<file path="config.mk">
export PLATFORM = sky130hd
export DESIGN_NAME = cdb_arbiter
export DESIGN_NICKNAME = d
export VERILOG_FILES = /design/src/rtl/cdb_arbiter.sv
export SDC_FILE = /design/constraint.sdc
export NUM_CORES = 1
export LEC_CHECK = 0
export ABC_AREA = 1
export BUFFER_PORTS_ARGS = -buffer_cell sky130_fd_sc_hd__buf_2
export CAP_MARGIN = 20
export CORE_MARGIN = 2
export CORE_UTILIZATION = 45
export CTS_BUF_LIST = sky130_fd_sc_hd__clkbuf_16
export DETAILED_ROUTE_END_ITERATION = 8
export PLACE_DENSITY = 0.86
export SYNTH_ARGS = -nofsm -noshare
export SYNTH_HDL_FRONTEND = slang
export SYNTH_SLANG_ARGS = --single-unit
</file>
<file path="constraint.sdc">
create_clock -name clk -period 5.94 [get_ports clk]
set_input_delay 0.594 -clock clk [delete_from_list [all_inputs] [get_ports clk]]
set_output_delay 0.594 -clock clk [all_outputs]
set_load 0.02 [all_outputs]
</file>
<file path="src/rtl/cdb_arbiter.sv">
// rtl/cdb_arbiter.sv - round-robin arbiter feeding one registered ready/valid output port
module cdb_arbiter #(
  parameter int N_REQ = 4,
  parameter int WIDTH = 32,
  localparam int IDW = (N_REQ > 1) ? $clog2(N_REQ) : 1
) (
  input  logic                   clk,
  input  logic                   rst_n,
  input  logic                   flush_i,
  input  logic [N_REQ-1:0]       req_valid_i,
  output logic [N_REQ-1:0]       req_ready_o,
  input  logic [N_REQ*WIDTH-1:0] req_data_i,
  output logic                   valid_out,
  input  logic                   ready_in,
  output logic [WIDTH-1:0]       data_out,
  output logic [IDW-1:0]         grant_id_o
);

  localparam int SW = IDW + 1;

  logic             out_valid;
  logic [WIDTH-1:0] out_data;
  logic [IDW-1:0]   out_id;
  logic [IDW-1:0]   rr_ptr;

  logic [2*N_REQ-1:0] dbl;
  logic [2*N_REQ-1:0] shifted;
  logic [N_REQ-1:0]   rot;
  logic [SW-1:0]      offset;
  logic [SW-1:0]      sum;
  logic [IDW-1:0]     winner;
  logic [WIDTH-1:0]   win_data;
  logic               any_valid;
  logic               load_en;
  logic               accept;

  assign any_valid = |req_valid_i;
  // Reset gating keeps req_ready_o quiet while rst_n is low.
  assign load_en   = rst_n && !flush_i && (!out_valid || ready_in);
  assign accept    = load_en && any_valid;

  // Rotate the valids so bit 0 is rr_ptr; the lowest set bit is the winner's distance.
  always_comb begin
    dbl     = {req_valid_i, req_valid_i};
    shifted = dbl >> rr_ptr;
    rot     = shifted[N_REQ-1:0];
    offset  = '0;
    for (int k = N_REQ - 1; k >= 0; k--) begin
      if (rot[k]) offset = SW'(k);
    end
    sum = {1'b0, rr_ptr} + offset;
    if (sum >= SW'(N_REQ)) sum = sum - SW'(N_REQ);
    winner = sum[IDW-1:0];
  end

  always_comb begin
    win_data    = '0;
    req_ready_o = '0;
    for (int i = 0; i < N_REQ; i++) begin
      if (winner == IDW'(i)) begin
        win_data       = req_data_i[i*WIDTH +: WIDTH];
        req_ready_o[i] = accept;
      end
    end
  end

  always_ff @(posedge clk) begin
    if (!rst_n) begin
      out_valid <= 1'b0;
      out_data  <= '0;
      out_id    <= '0;
      rr_ptr    <= '0;
    end else if (flush_i) begin
      out_valid <= 1'b0;
      out_data  <= '0;
      out_id    <= '0;
    end else if (accept) begin
      out_valid <= 1'b1;
      out_data  <= win_data;
      out_id    <= winner;
      rr_ptr    <= (winner == IDW'(N_REQ - 1)) ? '0 : winner + 1'b1;
    end else if (out_valid && ready_in) begin
      out_valid <= 1'b0;
    end
  end

  assign valid_out  = out_valid;
  assign data_out   = out_data;
  assign grant_id_o = out_id;

endmodule

</file>
-- Yosys cells after proc, flatten, opt, wreduce, memory -nomap -nowiden
Cells that the tools add are included.
- bits of input ports: 136
- register bits after elaboration: 37
- output and inout bits: 39
- muxes and demuxes: 16
- shifts and indexed selects: 1
- bitwise gates (word level): 2
- add/subtract/negate cells: 3
- magnitude comparators: 1
- reductions and logical operators: 12
- equality and inequality tests: 3
- operators by type and width (kind ; number):
    2-to-1 mux 32 bit ; 4
    2-to-1 mux 3 bit ; 3
    right shift 8 x 2 -> 4 bit ; 1
    2-to-1 mux 1 bit ; 6
    2-to-1 mux 2 bit ; 3
    equality test 2 bit, second input constant ; 2
    logical AND 1 bit ; 4
    OR reduction 4 bit ; 1
    adder 2 x 3 -> 3 bit ; 1
    greater-or-equal comparator 3 bit, second input constant ; 1
    adder 2 x 1 -> 2 bit, second input constant ; 1
    equality test 2 x 1 -> 1 bit, second input constant ; 1
    zero test 1 bit ; 2
    zero test 2 bit ; 1
    NOT 1 bit ; 2
    AND reduction 2 bit ; 1
    nonzero test 2 bit ; 1
    OR reduction 2 bit ; 1
    subtractor 2 x 1 -> 2 bit, second input constant ; 1
    logical OR 1 bit ; 1

-- Depth between registers and ports, before layout
- depth after elaboration: 13
- gate-level depth with buffers: 20
- gate-level depth less buffers: 19

-- Least setup slack after synthesis
No wires, ideal clock.
- kind: input to output
- from: input port req_valid_i[1]
- to: output port req_ready_o[3]
- stages on the path: 14
- arrival: 2.439 ns
- path slack: 2.907 ns
- data required time: 5.346 ns
- cell sequence: nand2_1 > nand3_1 > nand2_1 > nand3_1 > a21boi_1 > ha_1 > xnor2_1 > nand3_1 > nand2_2 > ha_1 > clkbuf_1 > inv_1 > buf_2 > nor2_1
- longest elaborated chain between the ends: 10
- elaborated cells on any way between the ends: 13
- classes of those cells: add/sub: 2; order compare: 1; eq/ne: 1; shift: 1; mux: 6; reduce/logical: 2
- RTL lines (element ; line ; text):
    start: declaration ; 10 ; input logic [N_REQ-1:0] req_valid_i,
    right shift 8 x 2 -> 4 bit * ; 45 ; shifted = dbl >> rr_ptr;
    2-to-1 mux 2 bit ; 49 ; if (rot[k]) offset = SW'(k);
    2-to-1 mux 3 bit (2 in series) ; 49 ;
    2-to-1 mux 3 bit * ; 49 ;
    adder 2 x 3 -> 3 bit * ; 51 ; sum = {1'b0, rr_ptr} + offset;
    greater-or-equal comparator 3 bit / subtractor 2 x 1 -> 2 bit (equally long branches) ; 52 ; if (sum >= SW'(N_REQ)) sum = sum - SW'(N_REQ);
    2-to-1 mux 2 bit * ; 52 ;
    via sum[1] ; 30 ; logic [SW-1:0] sum;
    equality test 2 bit * ; 60 ; if (winner == IDW'(i)) begin
    2-to-1 mux 1 bit * ; 60 ;
    end: declaration ; 11 ; output logic [N_REQ-1:0] req_ready_o,
Mark *: on every way through the listed nets, which the timed path passes. The rest lies on a longest branch.

-- Worst setup path in the final report
- from: register rr_ptr[0]
- to: output port req_ready_o[3]
- longest elaborated chain between the ends: 10
- elaborated cells on any way between the ends: 11
- classes of those cells: add/sub: 2; order compare: 1; eq/ne: 1; shift: 1; mux: 6
- RTL lines (element ; line ; text):
    start: declaration ; 24 ; logic [IDW-1:0] rr_ptr;
    start signal: assignment ; 81 ; rr_ptr <= (winner == IDW'(N_REQ - 1)) ? '0 : winner + 1'b1;
    right shift 8 x 2 -> 4 bit ; 45 ;
    2-to-1 mux 2 bit ; 49 ;
    2-to-1 mux 3 bit (3 in series) ; 49 ;
    adder 2 x 3 -> 3 bit * ; 51 ;
    greater-or-equal comparator 3 bit / subtractor 2 x 1 -> 2 bit (equally long branches) ; 52 ;
    2-to-1 mux 2 bit * ; 52 ;
    via sum[1] ; 30 ;
    equality test 2 bit * ; 60 ;
    2-to-1 mux 1 bit * ; 60 ;
Marked as above.

==> results.md <==
- The number of nets in the synthesized netlist is 506.
- The count of buffers added on input and output ports is 174.
- The flow ran to the end, and the final reports show no timing, DRC or antenna violations.
- The later pin in the worst-skew pair is clocked with a latency of 0.27 ns.
- The total wire length after detailed routing is 8.509 mm.
- The share of the synthesized area in the top cell type is 28.93%.
- The class of the worst hold path is reg -> reg.
- Counting the buffers created by CTS gives 5.
- The fraction of the cycle the final worst path needs is 63.86%.
- The number of antenna violations at the first check in global routing was 0.
- The share of layout cells above drive strength 1 is 44.32%.
- The count of hold buffers inserted by post-cts repair is 0.
- The setup-violating endpoint count in the final report is 0.
- The simple-gate share of the synthesized area is 17.94%.
- The number of filler cells placed in the layout is 526.
- After synthesis, the cell types taking the most area are sky130_fd_sc_hd__dfxtp_1 (29%), sky130_fd_sc_hd__a21oi_1 (19%), sky130_fd_sc_hd__nand2_1 (12%), sky130_fd_sc_hd__a21oi_2 (11%), sky130_fd_sc_hd__o211ai_1 (9.4%).
- A synthesized cell averages 7.014 um^2.
- The clock period could shrink to 3.794 ns.
- Post-CTS timing repair inserted 0 buffers for setup.
- The number of cells in the finished layout apart from fillers is 591.
- The remaining routing DRC violations is 0.
- For this run, global-route usage on met1 was measured as 30.01%.
- Timing would allow up to 0.2636 GHz.
- The critical path capture point type is an output port.
- The routing usage on met2 is 46.81%.
- The final net count is 659.
- The synthesized netlist devotes 40.66% of its cell area to compound gates.
- The horizontal die dimension is 79.43 um.
- Setup repair after global routing left no endpoint under its margin.
- Across the run, the number of max-cap violations was 0.
- The number of buffers on the longest clock path is 2.
- The number of different library cells used by synthesis comes to 24.
- STA puts the critical path data required time at 5.35 ns.
- The count of flip-flops with a built-in enable after synthesis is 0.
- Entering global routing, the biggest net connects 41 pins.
- The clock net sink count is 37.
- Global routing consumed, on the met3 layer, 5.769% of the routing resources.
- The average routed wire per standard cell is 14.40 um.
- The post-route antenna net violation count is 0.
- The sequential area share after synthesis is 28.93%.
- The number of endpoints with negative hold slack in the final report was 0.
- The global-route wire length before repair is 13.25 mm.
- The number of placed instances, taps included is 583.
- After clock tree synthesis, the repair step resized 0 gates.
- TritonCTS built the clock tree.
- The number of vias per cell is 5.384.
- Headroom to the max-slew limit came out at 32.33%.
- The actual slew at the worst max-slew pin is 1.015 ns.
- The most used flip-flop cell after synthesis is sky130_fd_sc_hd__dfxtp_1.
- The via count of the first global-routing pass is 3045.
- After clock tree synthesis, the clock-pin slew on the worst setup and hold paths is 0.06 ns.
- Global routing consumed, over all layers together, 26.08% of the routing resources.
- sky130_fd_sc_hd__dfxtp_1 takes more of the synthesized area than any other cell.
- The first-pass iteration count of the detailed router is 4.
- The via count of the routed design is 3182.
- By count the netlist is led by sky130_fd_sc_hd__a21oi_1 (98), sky130_fd_sc_hd__nand2_1 (84), sky130_fd_sc_hd__dfxtp_1 (37), sky130_fd_sc_hd__a21oi_2 (32), sky130_fd_sc_hd__o211ai_1 (32).
- Yosys instantiated no cell more often than sky130_fd_sc_hd__a21oi_1.
- The floorplan step defined a die boundary enclosing 6308 um^2.
- The effective utilization at floorplan is 46.49%.
- The antenna diode count is 0.
- Of the total synthesized cell area, the portion taken by XOR and XNOR cells is 0.3421%.
- In this run the clock root is driven by a sky130_fd_sc_hd__clkbuf_16.
- The number of top-level pins is 175.
- The async set-or-reset flop fraction in the synthesized netlist is 0%.
- The final number of max-transition violations came to 0.
- Relative to the synthesized area, the layout overhead comes to 36.75%.
- During synthesis, Yosys emitted a total of 0 warnings.
- The cell count after synthesis came out at 365.
- The aggregate global routing overflow is 0.
- Between clock sinks in the finished design, the worst skew comes to 0.003356 ns.
- The synthesized design contains 37 register bits.
- The initialized floorplan defines 27 standard-cell rows.
- The maximum vdd drop is 0.1648 mV.
- The detailed router finished its first iteration with 117 violations.
- STA classifies the critical path startpoint as a flip-flop.
- The largest family of logic cells by synthesized area is compound AO/OA/AOI/OAI gates.
- The summed instance area of the synthesized netlist is 2560 um^2.
- The vertical extent of the die is 79.43 um.
- In this run the standard cell core region covers 5507 um^2.
- The total negative slack is 0 ns.
- Along the worst path, the maximum fanout reaches 33.
- The adder-cell area share of the yosys netlist is 2.444%.
- The leakage power summed over all cells is 1.779 nW.
- The clock tree synthesis step divided the H-tree into 2 levels.
- The critical path is of the reg -> out type.
- The busiest layer in global routing is met2.
- Dividing total power by cell area gives a power density of 307.8 nW/um^2.
- After legalization and detailed placement, the total HPWL measured 5.894 mm.
- In the synthesized netlist, mux cells make up 0% of the area.
- STA puts the critical path data arrival time at 3.20 ns.
- At the end of routability-driven placement, the weighted congestion stood at 0.8132.
==> placed cells by master, fill, tap and decap left out, types with 2 or more instances in the layout <==
cell / n
sky130_fd_sc_hd__nand3_1: 12
sky130_fd_sc_hd__nand2_1: 84
sky130_fd_sc_hd__clkinv_1: 2
sky130_fd_sc_hd__buf_2: 174
sky130_fd_sc_hd__ha_1: 4
sky130_fd_sc_hd__o21ai_1: 2
sky130_fd_sc_hd__buf_4: 3
sky130_fd_sc_hd__a21oi_2: 32
sky130_fd_sc_hd__clkbuf_16: 5
sky130_fd_sc_hd__nand2_2: 2
sky130_fd_sc_hd__inv_2: 6
sky130_fd_sc_hd__inv_1: 8
sky130_fd_sc_hd__a21oi_1: 98
sky130_fd_sc_hd__inv_4: 2
sky130_fd_sc_hd__dfxtp_1: 37
sky130_fd_sc_hd__nor2_1: 6
sky130_fd_sc_hd__o211ai_1: 32
sky130_fd_sc_hd__a21boi_1: 2
==> where the power goes <==
group          internal, mW  switching (mW)
registers             0.276          0.0163
clock network         0.152          0.0946
logic                 0.195           0.344
==> metrics by stage <==
stage	total power, mW	instance area, um^2	hold WS (ns)	setup WS [ns]	utilization, %
6_report	1.078	3501	0.4673	2.146	63.58
5_1_grt	1.160	3501	0.5050	1.818	63.58
4_1_cts	1.076	3501	0.4704	2.177	63.58
3_5_place_dp	0.8297	3363	0.4543	2.251	61.08
3_3_place_gp	0.8142	3363	0.4523	2.371	61.08
2_1_floorplan	0.6924	2560	0.5192	2.907	-
==> final timing paths <==
| check | endpoint | depth (start not counted) | from | slack, ns |
|---|---|---|---|---|
| max | req_ready_o[3] | 14 | rr_ptr[0] | 2.15 |
| min | grant_id_o[0] | 2 | grant_id_o[0] | 0.47 |
| max reg2reg | data_out[0] | 18 | rr_ptr[0] | 2.34 |
| min reg2reg | grant_id_o[0] | 2 | grant_id_o[0] | 0.47 |
==> critical path, cell delays in order, from the launching register on <==
cell and delay, ns:
sky130_fd_sc_hd__dfxtp_1 0.48, sky130_fd_sc_hd__inv_2 0.09, sky130_fd_sc_hd__nand2_1 0.09, sky130_fd_sc_hd__nand3_1 0.08, sky130_fd_sc_hd__nand2_1 0.10, sky130_fd_sc_hd__nand3_1 0.08
sky130_fd_sc_hd__a21boi_1 0.13, sky130_fd_sc_hd__ha_1 0.17, sky130_fd_sc_hd__xnor2_1 0.14, sky130_fd_sc_hd__nand3_1 0.12, sky130_fd_sc_hd__nand2_2 0.13, sky130_fd_sc_hd__ha_2 0.87
sky130_fd_sc_hd__inv_1 0.13, sky130_fd_sc_hd__nor2_1 0.13, sky130_fd_sc_hd__buf_2 0.18
==> layer usage <==
layer  part of all wire [%]  wire length [um]
met1                     41              3491
met2                     51              4355
met3                    6.5               551
met4                    1.3               111
met5                      0                 0
==> flip-flops by register name (all words and copies together), names as in the netlist <==
name,cells
grant_id_o,2
rr_ptr,2
valid_out,1
data_out,32
==> logic make-up after synthesis <==
group	after synthesis
DFF	37
xor gates and xnor gates	1
AOI/OAI and AO/OA	167
adders and majority gates	5
buffers and inverters	47
and+or+nand+nor	108
==> layout make-up <==
cell class	count	area, um^2	area share (%)
Multi-Input combinational cell	281	1574	44.96
Timing Repair Buffer	177	893.4	25.52
Sequential cell	37	740.7	21.16
Clock buffer	5	125.1	3.574
Tap cell	72	90.09	2.573
Inverter	16	65.06	1.858
Clock inverter	3	12.51	0.3574
(Power assumes the default switching activity.)
